**src/rtl/stream_to_mem_writer.sv**
```systemverilog
// stream_to_mem_writer: Avalon-ST sink that writes one packet of 32-bit words
// into a single-port on-chip memory through an Avalon-MM write master port.
// A start pulse arms the block; word_count/done/overflow report the result.
module stream_to_mem_writer #(
  parameter int DEPTH  = 65000,
  parameter int ADDR_W = 16
) (
  input  logic              clk,
  input  logic              reset,
  input  logic              start,
  input  logic [ADDR_W-1:0] base_addr,
  input  logic [ADDR_W:0]   max_words,
  input  logic              in_valid,
  output logic              in_ready,
  input  logic [31:0]       in_data,
  input  logic              in_sop,
  input  logic              in_eop,
  input  logic [1:0]        in_empty,
  output logic [ADDR_W-1:0] mem_address,
  output logic [3:0]        mem_byteenable,
  output logic              mem_chipselect,
  output logic              mem_write,
  output logic [31:0]       mem_writedata,
  output logic              mem_clken,
  output logic              busy,
  output logic              done,
  output logic              overflow,
  output logic [ADDR_W:0]   word_count
);

  // Address sum is two bits wider than the word address so base + count can
  // never wrap silently; anything at or above DEPTH is out of range.
  localparam int               SUM_W     = ADDR_W + 2;
  localparam logic [SUM_W-1:0] DEPTH_LIM = SUM_W'(DEPTH);

  typedef enum logic [1:0] {
    S_IDLE,
    S_ARMED,
    S_WRITE,
    S_DONE
  } state_t;

  state_t            state;
  state_t            state_nxt;
  logic [ADDR_W-1:0] base_q;
  logic [ADDR_W:0]   max_q;
  logic [SUM_W-1:0]  wr_addr;
  logic              start_ok;
  logic              take;
  logic              room;
  logic              do_write;
  logic              trunc;

  // A start is honoured only when no packet is in flight.
  assign start_ok = start && (state == S_IDLE || state == S_DONE);
  // Beats that belong to the packet: everything in WRITE, only sop in ARMED.
  assign take     = in_valid && in_ready && (state == S_WRITE || in_sop);
  assign wr_addr  = SUM_W'(base_q) + SUM_W'(word_count);
  assign room     = (word_count < max_q) && (wr_addr < DEPTH_LIM);
  assign do_write = take && room;
  assign trunc    = take && !room;

  assign mem_chipselect = mem_write;
  assign mem_clken      = 1'b1;

  // State register.
  always_ff @(posedge clk) begin
    // NOTE: all clocked state uses non-blocking assignments so every register
    // samples the pre-edge values regardless of statement order.
    if (reset) state <= S_IDLE;
    else       state <= state_nxt;
  end

  // Next-state decode and state-derived handshake/status outputs.
  always_comb begin
    // NOTE: every output of this block is defaulted first so no path can
    // leave one unassigned and infer a latch.
    state_nxt = state;
    in_ready  = 1'b0;
    busy      = 1'b0;
    done      = 1'b0;
    case (state)
      S_IDLE: begin
        if (start) state_nxt = S_ARMED;
      end
      S_ARMED: begin
        in_ready = 1'b1;
        busy     = 1'b1;
        if (in_valid && in_sop) state_nxt = in_eop ? S_DONE : S_WRITE;
      end
      S_WRITE: begin
        in_ready = 1'b1;
        busy     = 1'b1;
        if (in_valid && in_eop) state_nxt = S_DONE;
      end
      S_DONE: begin
        done = 1'b1;
        if (start) state_nxt = S_ARMED;
      end
      default: state_nxt = S_IDLE;
    endcase
  end

  // Per-packet configuration captured on an accepted start.
  always_ff @(posedge clk) begin
    // NOTE: these registers carry no reset; they are only consulted after a
    // start has loaded them, so a reset value would be dead logic.
    if (start_ok) begin
      base_q <= base_addr;
      max_q  <= (max_words == '0) ? (ADDR_W+1)'(1) : max_words;
    end
  end

  // Memory write port, word counter and truncation flag.
  always_ff @(posedge clk) begin
    if (reset) begin
      mem_write      <= 1'b0;
      mem_address    <= '0;
      mem_writedata  <= '0;
      mem_byteenable <= 4'b0000;
      word_count     <= '0;
      overflow       <= 1'b0;
    end else begin
      mem_write <= do_write;
      if (do_write) begin
        mem_address    <= wr_addr[ADDR_W-1:0];
        mem_writedata  <= in_data;
        mem_byteenable <= in_eop ? (4'b1111 << in_empty) : 4'b1111;
        word_count     <= word_count + 1'b1;
      end
      if (trunc) overflow <= 1'b1;
      if (start_ok) begin
        word_count <= '0;
        overflow   <= 1'b0;
      end
    end
  end

endmodule

```
**config.mk**
```make
export PLATFORM = sky130hd
export DESIGN_NAME = stream_to_mem_writer
export DESIGN_NICKNAME = d
export VERILOG_FILES = /design/src/rtl/stream_to_mem_writer.sv
export SDC_FILE = /design/constraint.sdc
export NUM_CORES = 1
export LEC_CHECK = 0
export ABC_AREA = 1
export ABC_CLOCK_PERIOD_IN_PS = 3500
export BUFFER_PORTS_ARGS = -buffer_cell sky130_fd_sc_hd__buf_4
export CORE_ASPECT_RATIO = 1.5
export CORE_MARGIN = 2
export CORE_UTILIZATION = 51
export DETAILED_ROUTE_END_ITERATION = 8
export HOLD_SLACK_MARGIN = 0.12
export PLACE_DENSITY = 0.77
export SYNTH_ARGS = -nofsm -noshare
export SYNTH_HDL_FRONTEND = slang
export SYNTH_SLANG_ARGS = --single-unit
```
**constraint.sdc**
```tcl
create_clock -name clk -period 3.5 [get_ports clk]
set_clock_uncertainty 0.05 [all_clocks]
set_input_delay 0.35 -clock clk [delete_from_list [all_inputs] [get_ports clk]]
set_output_delay 0.35 -clock clk [all_outputs]
set_load 0.05 [all_outputs]
```
# == Word-level counts from Yosys, hierarchy flattened ==
# Cells that the tools add are included.
# word_totals
out_inout_bits,76
latchBits,0
elab_cells,45
in_bits,73
romBits,0
memories,0
mem_bits_rw,0
reg_bits,106
# op_classes
shifts,1
eq_ne,6
mux,8
n_mul,0
n_reduce_logical,17
magnitude_cmp,2
n_div,0
bitwise,0
addsub,2
# op_table
op,count
16-bit by 17-bit adder with 18-bit output,1
18-bit by 16-bit less-than comparator with 1-bit output (second input constant),1
17-bit by 1-bit adder with 17-bit output (second input constant),1
17-bit zero test,1
17-bit less-than comparator,1
1-bit logical AND,8
2-bit two-way mux,3
2-bit one-hot mux with 3 select lines,1
2-bit OR reduction,3
2-bit equality test (second input constant),2
4-bit two-way mux,1
2-bit by 1-bit inequality test with 1-bit output (second input constant),2
4-bit by 2-bit << shifter with 4-bit output (first input constant),1
1-bit two-way mux,3
3-bit AND reduction,1
2-bit by 1-bit equality test with 1-bit output (second input constant),1
2-bit zero test,1
1-bit logical OR,2
2-bit inequality test (second input constant),1
1-bit zero test,1

# == Logic depth before layout (Yosys ltp) ==
# Gate-level depths: netlist of the first run.
# logic_depth
depth_word,6
mapped_depth,20
depth_no_buf,19

# == Least setup slack after synthesis of the first run ==
# OpenSTA, ideal clock, no wires.
# synth_timing
path_kind,reg-to-reg
startpoint,reg word_count[0]
endpoint,reg mem_address[11]
slack_ns,0.576
setup_time_ns,0.114
arrival_time_ns,2.760
path_buffers,2
path_stages_with_launch,18
required_time_ns,3.336
period_less_slack_ns,2.924
path_cell_list,dfxtp_1 > ha_1 > inv_1 > fa_1 > inv_1 > nand2_1 > nand2_1 > nand3_1 > nand2_1 > nand3_1 > nand3_1 > nand3_1 > nor2_4 > nand3_2 > buf_6 > buf_6 > a21oi_1 > nor2_1
# synth_between
elab_chain_cells,4
elab_cells_between_ends,5
cone_classes,1 x add/sub; 2 x order compare; 2 x reduce/logical
# synth_lines
element,line_no,text
from (decl),28,output logic [ADDR_W:0] word_count
from (signal assigned),129,word_count <= word_count + 1'b1;
16-bit by 17-bit adder with 18-bit output,58,assign wr_addr = SUM_W'(base_q) + SUM_W'(word_count);
18-bit by 16-bit less-than comparator with 1-bit output,59,assign room = (word_count < max_q) && (wr_addr < DEPTH_LIM);
1-bit logical AND,59,
1-bit logical AND,60,assign do_write = take && room;
to (signal assigned),126,mem_address <= wr_addr[ADDR_W-1:0];
to (decl),19,"output logic [ADDR_W-1:0] mem_address,"
# Several ways; a longest one is shown, not always the timed one.
# A chain may end at the register's enable or synchronous reset.

# == Final worst setup path of the first run ==
# layout_timing
startpoint,reg word_count[0]
endpoint,reg mem_address[6]
# Same word-level chain as after synthesis.

==> results.tsv, run 1 <==
metric	value	unit
arrival	3.26	ns
cts_root_buffer	clkbuf_16	
r2r_setup_slack	0.44	ns
synth_cell_type_count	32	
overflow	0	
tightest_slew	0.5226	ns
max_cap_violations	0	
grt_use_total	0.2561	
synth-compound-area-share	0.07542	
dp_cells	1061	
dieHeight	135.8	µm
grt_antenna_before_repair	0	
setup.worst_path.class	flop to flop	
hpwlAfterDp	11520	µm
max_slew_margin	0.6516	
synth_edf_count	33	
synth_top_family_by_area	simple AND/OR/NAND/NOR gates	
synth_async_sr_flop_share	0	
cts_buffer_depth	2	
clock_sinks	106	
synthTopCellsByCount	nand2_1, inv_1, a21oi_1	
fillers	998	
cp_cell_sequence	ha_1 -> inv_1 -> fa_1 -> inv_1 -> nand2_1 -> nand2_1 -> nand3_1 -> nand2_1 -> nand3_1 -> nand3_1 -> nand3_1 -> nor2_4 -> nand3_2 -> buf_4 -> a21oi_1 -> nor2_1	
coreArea	11410	µm²
synth_fa_ha_area_frac	0.07966	
syn_inst	801	
antenna_cells	0	
worst_hold_path_type	primary input to flop	
end_kind	flop	
die_w	91.86	µm
ir_drop	0.3746	mV
synth_xor_area_frac	0.01335	
cp_max_fo	11	
drc	0	
port_buffers	147	
clk_pin_slew	0.07	ns
synth_flop_cell	dfxtp_1	
drt_wl_total	15980	µm
ys_ff_latch	106	
synth_area_leader_cell	dfxtp_1	
postCtsResizedCells	0	
start_util	0.5175	
cts_made_buffers	9	
avgRoutedWirePerCell	14.55	µm
yosysSeqAreaShare	0.4153	
fin_setup_tns	0	ns
synth_top_area_share	0.2475	
yosysWarnings	0	
vias	5762	
final_cells	1098	
muxShareOfSynthArea	0	
clk_latency	0.36	ns
p_per_area	575.9	nW/µm²
gp_congestion	0.9254	
hold-worst-slack	0.1277	ns
die-area	12470	µm²
rsz0062_at_grt	false	
status	finished, final reports clean	
grt_max_degree	73	
final_hold_viol_count	0	
cts_hold_buf	21	
grt_pass1_vias	5364	
yosysMostFrequentCell	nand2_1	
crit_buf_inv	3	
grt_pass1_wl	25280	µm
nNetsFinal	1053	
ioPinCount	149	
yosys.area_share.simple	0.3070	
vias_per_cell	5.248	
fin_crit_sh	0.8750	
dr.pass1.iters	5	
critPathTopFamily	simple AND/OR/NAND/NOR gates	
synthTopCellsByArea	dfxtp_1, edfxtp_1, nand2_1	
avgSynthCellArea	7.373	µm²
cp_common_cell	nand3_1	
rows	48	
timing.fmax	326.5	MHz
critPathLaunchType	flop	
area_delta_synth_final	29.03	%
synth_nets	911	
slew_violations	0	
route.antenna.remaining_nets	0	
leakagePower	0.003622	µW
slowest_delay	0.44	ns
synth_area	5906	µm²
period_needed	3.062	ns
critical-path-slowest-cell	dfxtp_1	
cts_setup_buffers	0	
final-setup-viol-count	0	
drt_iter0_drc	291	
tritoncts	yes	
h-tree-depth	3	
required	3.70	ns
drive_gt1_frac	0.1983	
## cell families (layout without fill, tap and decap cells)
family,after synthesis,in the layout
xor+xnor,9,9
buf+inv,157,304
simple gates,405,405
fa+ha+maj,37,37
other cells,1,1
compound gates,86,86
flops,106,106
## layer usage
metal  wire length (µm)  vias to the layer above  share of wire  track usage
met5                  0                        -              0            0
met4                563                        0          0.035       0.1111
met3                862                       38          0.054      0.04452
met2               8331                      200           0.52       0.4747
met1               6223                     2616           0.39       0.2849
li1                   -                     2908              -            -
## placed cells by master (no fill, tap or decap), types with 2 or more instances in the layout
cell type / n
a21oi_2: 2
nand3_1: 32
xor2_1: 7
xnor2_1: 2
dfxtp_1: 73
inv_1: 102
ha_1: 36
o21ai_0: 6
nor3_1: 11
clkbuf_16: 9
nand4_1: 69
edfxtp_1: 33
nand3b_1: 6
dlygate4sd3_1: 21
nand3_2: 2
nor2_1: 59
a21oi_1: 74
nand2_1: 215
inv_2: 2
inv_6: 2
buf_12: 3
buf_4: 160
nor4_1: 7
inv_8: 3
## sequential cells by signal, indices dropped and copies added, names as in the netlist
register / cells
mem_writedata: 32
max_q: 17
word_count: 17
base_q: 16
mem_address: 16
mem_byteenable: 4
state: 2
mem_chipselect: 1
overflow: 1
## through the flow
step / total power (µW) / setup slack, ns / util / cell area (µm²)
detailed placement: 3373 / 0.4540 / 0.6229 / 7108
global route: 4636 / 0.2158 / 0.6678 / 7620
CTS: 4412 / 0.4167 / 0.6678 / 7620
finish: 4388 / 0.4376 / 0.6678 / 7620
floorplan: 2877 / 0.5762 / - / 5906
global placement: 3350 / 0.5198 / 0.6229 / 7108
## path summary, 6_finish.rpt
| check | startpoint | to | cells after the start |
|---|---|---|---|
| max | word_count[0] | mem_address[6] | 16 |
| min reg2reg | mem_writedata[16] | mem_writedata[16] | 2 |
| min | max_words[10] | max_q[10] | 1 |
| max reg2reg | word_count[0] | mem_address[6] | 16 |
## layout make-up
type	instances	area, µm²	area share
tap	150	187.7	0.02463
timing repair buffer	184	1471	0.1931
sequential	106	2452	0.3218
clock buffer	9	225.2	0.02956
multi-input combinational	538	2816	0.3696
inverter	104	390.4	0.05123
clock inverter	7	76.32	0.01002
## where the power goes
group | total (µW) | switching (µW) | internal (µW)
combinational | 1730 | 1190 | 547
clock | 1020 | 512 | 511
sequential | 1630 | 108 | 1520
(Power assumes the default switching activity.)
==> inputs of run 2 (changes only) <==
- ABC_AREA: 1 -> 0
- CORE_MARGIN: 2 -> 4
- PLACE_DENSITY: 0.77 -> 0.78
==> results.tsv, run 2 <==
metric	value	unit
status	finished, final reports clean	
dp_cells	814	
yosysSeqAreaShare	0.4532	
endpoint	mem_address[3]	
start_util	0.5281	
switching_power	1633	µW
vias_per_cell	5.519	
clock_power_share	0.234	
final-setup-viol-count	0	
final_hold_viol_count	0	
final_common_cell	buf_4	
grt_antenna_before_repair	0	
min_from	base_addr[7]	
grt_use_met1	0.2349	
p_sw_frac	0.3742	
tritoncts	yes	
synth_area	5411	µm²
dpl_cell_area	6608	µm²
r2r_setup_slack	0.09	ns
worst_hold_path_type	primary input to flop	
setup.worst_path.class	flop to flop	
cp_cell_sequence	ha_4 -> inv_2 -> fa_2 -> nand2b_4 -> a211oi_4 -> nor2_1 -> xnor2_1 -> nor4b_2 -> buf_4 -> o2111ai_4 -> o211ai_4 -> buf_12 -> clkbuf_16 -> mux2i_1 -> nor2_1	
fin_crit_sh	0.9749	
syn_inst	546	
nNetsFinal	820	
ys_ff_latch	106	
avgRoutedWirePerCell	16.70	µm
synth_cell_type_count	64	
r2r_end	mem_address[3]	
synth_async_sr_flop_share	0	
area_delta_synth_final	35.75	%
dieHeight	134.2	µm
arrival	3.58	ns
dr.pass1.iters	4	
drc	0	
synthTopCellsByArea	dfxtp_1, edfxtp_1, ha_1	
muxShareOfSynthArea	0.08139	
final_cell_mix	buf_4, dfxtp_1, nor2_1	
hpwlAfterDp	10310	µm
p_comb_frac	0.395	
p_int	2731	µW
drt_wl_total	14290	µm
required	3.66	ns
coreArea	10250	µm²
max_slew_margin	0.5919	
port_buffers	147	
route.antenna.remaining_nets	0	
overflow	0	
yosysMostFrequentCell	dfxtp_1	
ir_drop	0.3121	mV
drt_iter0_drc	223	
grt_use_total	0.2204	
clk_pin_slew	0.08	ns
critical-path-slowest-cell	edfxtp_1	
grt_max_degree	59	
end_kind	flop	
largest_reg_flops	32	
worstRegToRegCells	15	
grtUsageMet3	0.04545	
grt_pass1_wl	21690	µm
fin_setup_tns	0	ns
max_cap_violations	0	
synth_flop_cell	dfxtp_1	
synth_edf_count	33	
cts_buffer_depth	2	
startpoint	base_q[0]	
rows	45	
seqPwrFrac	0.371	
cp_common_cell	nor2_1	
die_w	92.11	µm
synthTopCellsByCount	dfxtp_1, nor2_1, mux2i_1	
antenna_cells	0	
clock_sinks	106	
top_register	mem_writedata	
leakagePower	0.003623	µW
synth_fa_ha_area_frac	0.08694	
design_area	7346	µm²
rsz0062_at_grt	true	
top_usage_layer	met2	
h-tree-depth	3	
slew_violations	0	
critPathLaunchType	flop	
final_cells	856	
yosysWarnings	0	
slowest_delay	0.38	ns
drive_gt1_frac	0.3133	
grt_use_met2	0.4134	
synth_xor_area_frac	0.02104	
p_per_area	594.1	nW/µm²
timing.fmax	293.1	MHz
synth-compound-area-share	0.1487	
synth_top_family_by_area	compound AO/OA/AOI/OAI gates	
synth_area_leader_cell	dfxtp_1	
gp_congestion	0.9585	
vias	4724	
avgSynthCellArea	9.911	µm²
grt_pass1_vias	4568	
cts_root_buffer	clkbuf_16	
reg.largest.list	mem_writedata x32, max_q x17, word_count x17	
cp_max_fo	11	
synth_top_area_share	0.2701	
cts_made_buffers	9	
hold-worst-slack	0.1281	ns
clk_latency	0.35	ns
synth_nets	656	
die-area	12360	µm²
tightest_slew	0.6122	ns
ioPinCount	149	
hold_path_depth	1	
rr_startpoint	base_q[0]	
yosys.area_share.simple	0.1434	
period_needed	3.412	ns
## run 2: routing by layer
layer	routed length, µm	up-vias	part of all wire
met5	0	-	0
met4	508	0	0.036
met3	924	41	0.065
met2	7602	194	0.53
met1	5255	2217	0.37
li1	-	2272	-
## run 2: worst max-delay path: cells and delay by family (launching register included)
kind	cells	cell delay [ns]
AOI/OAI and AO/OA	3	0.80
buffers and inverters	4	0.57
and+or+nand+nor	4	0.56
adders and majority gates	2	0.50
DFF	1	0.38
xor gates and xnor gates	1	0.20
muxes	1	0.20
## run 2: layout make-up
cell class	count	area [µm²]
inverters	29	108.9
fillers	764	2902
clock buffers	9	225.2
flip-flops and latches	106	2456
multi-input cells	372	2693
well taps	141	176.4
repair buffers	192	1613
clock inverters	7	73.82
## run 2: worst min path at each step
stage,endpoint,slack (ns)
after floorplan,base_q[0],0.40
after global placement,mem_byteenable[3],0.39
after detailed placement,mem_byteenable[3],0.40
after CTS,base_q[8],0.12
after global routing,base_q[7],0.12
final,base_q[7],0.13
## run 2: cells by family after synthesis
kind of cell    after synthesis
compound gates              114
xor+xnor                     13
fa+ha+maj                    37
buf+inv                      68
flops                       106
mux                          44
other cells                   1
simple gates                163
## run 2: through the flow
step,power (µW),setup WS [ns],utilization
2_1_floorplan,2776,0.1458,-
3_3_place_gp,3126,0.2059,0.6448
3_5_place_dp,3179,0.1494,0.6448
4_1_cts,4205,0.1084,0.6838
5_1_grt,4579,-0.07384,0.7169
6_report,4364,0.08781,0.7169
## run 2: power groups by stage
stage	logic (µW)	registers [µW]	clock network, µW
after floorplan	802	1970	0
after global placement	1490	1630	0
after detailed placement	1530	1650	0
after CTS	1550	1620	1040
after global routing	1850	1640	1090
final	1720	1620	1020
## run 2: timing repair
action / 4_1_cts / 5_1_grt
hold endpoints to repair: 10 / 4
endpoints found under the setup margin: 0 / 50
buffers inserted: 0 / 7
hold buffers: 10 / 4
resized for setup: 0 / 24
==> inputs of run 3 (changes only) <==
- SETUP_SLACK_MARGIN: default -> 0.15
==> results.tsv, run 3 (synthesis gave the netlist of run 2 again) <==
metric	value	unit
status	finished, final reports clean	
max_cap_violations	0	
gp_congestion	0.9489	
ir_drop	0.3655	mV
critical-path-slowest-cell	edfxtp_1	
arrival	3.61	ns
antenna_cells	0	
port_buffers	147	
dr.pass1.iters	5	
nNetsFinal	840	
drt_wl_total	15510	µm
rows	45	
critPathLaunchType	flop	
slowest_delay	0.36	ns
avgRoutedWirePerCell	17.71	µm
dieHeight	134.2	µm
cp_max_fo	5	
grt_max_degree	59	
ioPinCount	149	
vias	4848	
die-area	12360	µm²
critPathTopFamily	compound AO/OA/AOI/OAI gates	
crit_buf_inv	5	
grt_pass1_wl	23630	µm
end_kind	flop	
grt_use_total	0.2402	
max_slew_margin	0.5863	
tritoncts	yes	
worst_hold_path_type	primary input to flop	
drt_iter0_drc	300	
tightest_slew	0.6205	ns
required	3.67	ns
rsz0062_at_grt	true	
cts_made_buffers	9	
die_w	92.11	µm
final_hold_viol_count	0	
drive_gt1_frac	0.3565	
slew_violations	0	
reg.largest.list	mem_writedata x32, max_q x17, word_count x17	
hold-worst-slack	0.1256	ns
clk_latency	0.35	ns
drc	0	
coreArea	10250	µm²
clock_sinks	106	
largest_reg_flops	32	
final_cells	876	
top_register	mem_writedata	
postLayoutSetupSlackWorst	0.05695	ns
area_delta_synth_final	41.57	%
final_common_cell	buf_4	
cts_root_buffer	clkbuf_16	
route.antenna.remaining_nets	0	
clk_pin_slew	0.07	ns
hpwlAfterDp	10450	µm
grt_pass1_vias	4916	
multi_input_area	2763	µm²
setup.worst_path.class	flop to flop	
leakagePower	0.003752	µW
final_core_util	0.7476	
grt_antenna_before_repair	0	
post-place-ws	0.06415	ns
cts_buffer_depth	2	
dp_cells	814	
start_util	0.5281	
vias_per_cell	5.534	
fillers	737	
p_per_area	587.5	nW/µm²
r2r_setup_slack	0.06	ns
final_cell_mix	buf_4, dfxtp_1, nor2_1	
register_area	2460	µm²
fin_crit_sh	0.9837	
overflow	0	
final-setup-viol-count	0	
timing.fmax	290.4	MHz
period_needed	3.443	ns
h-tree-depth	3	
cp_cell_sequence	ha_2 -> inv_2 -> fa_2 -> nand2b_4 -> a211oi_4 -> buf_4 -> o21ai_4 -> and3b_2 -> nor4_4 -> o2111ai_2 -> o211ai_4 -> buf_6 -> buf_12 -> buf_16 -> mux2i_1 -> nor2_1	
-- run 3: worst paths after layout --
kind	start	endpoint	cells after the start
max	base_q[0]	mem_writedata[6]	16
min	base_addr[0]	base_q[0]	1
max reg2reg	base_q[0]	mem_writedata[6]	16
min reg2reg	mem_byteenable[2]	mem_byteenable[2]	2
-- run 3: repair_timing --
item                                    in CTS  in global routing
resized for setup                           23                 30
endpoints found under the setup margin      48                 63
hold buffers                                10                  3
setup buffers                               14                 11
gates cloned                                 4                  4
endpoints found under the hold margin       10                  3
pin swaps                                   10                 14
-- run 3: stage by stage --
step	total power [µW]	TNS, ns	instance area, µm²
4_1_cts	4332	0	7331
3_5_place_dp	3188	0	6623
6_report	4501	0	7661
5_1_grt	4704	-0.1350	7661
2_1_floorplan	2776	0	5416
3_3_place_gp	3144	0	6623
-- run 3: cell type report --
cell class,instances,area share
tap,141,0.02303
timing repair buffer,212,0.2442
sequential,106,0.3211
clock inverter,7,0.007513
clock buffer,9,0.02940
multi-input combinational,372,0.3606
inverter,29,0.01421
-- run 3: report_power, final --
group	switching [µW]	internal, µW	leakage, µW
sequential	102	1520	0.000907
clock	477	495	0.000143
combinational	1130	783	0.00270
total	1710	2790	0.00375
-- run 3: per-layer routing --
layer  vias to the layer above  share of wire  track usage
li1                       2324              -            -
met1                      2288           0.36       0.2544
met2                       197           0.54       0.4439
met3                        39          0.064      0.05724
met4                         0          0.033       0.1107
met5                         -              0            0
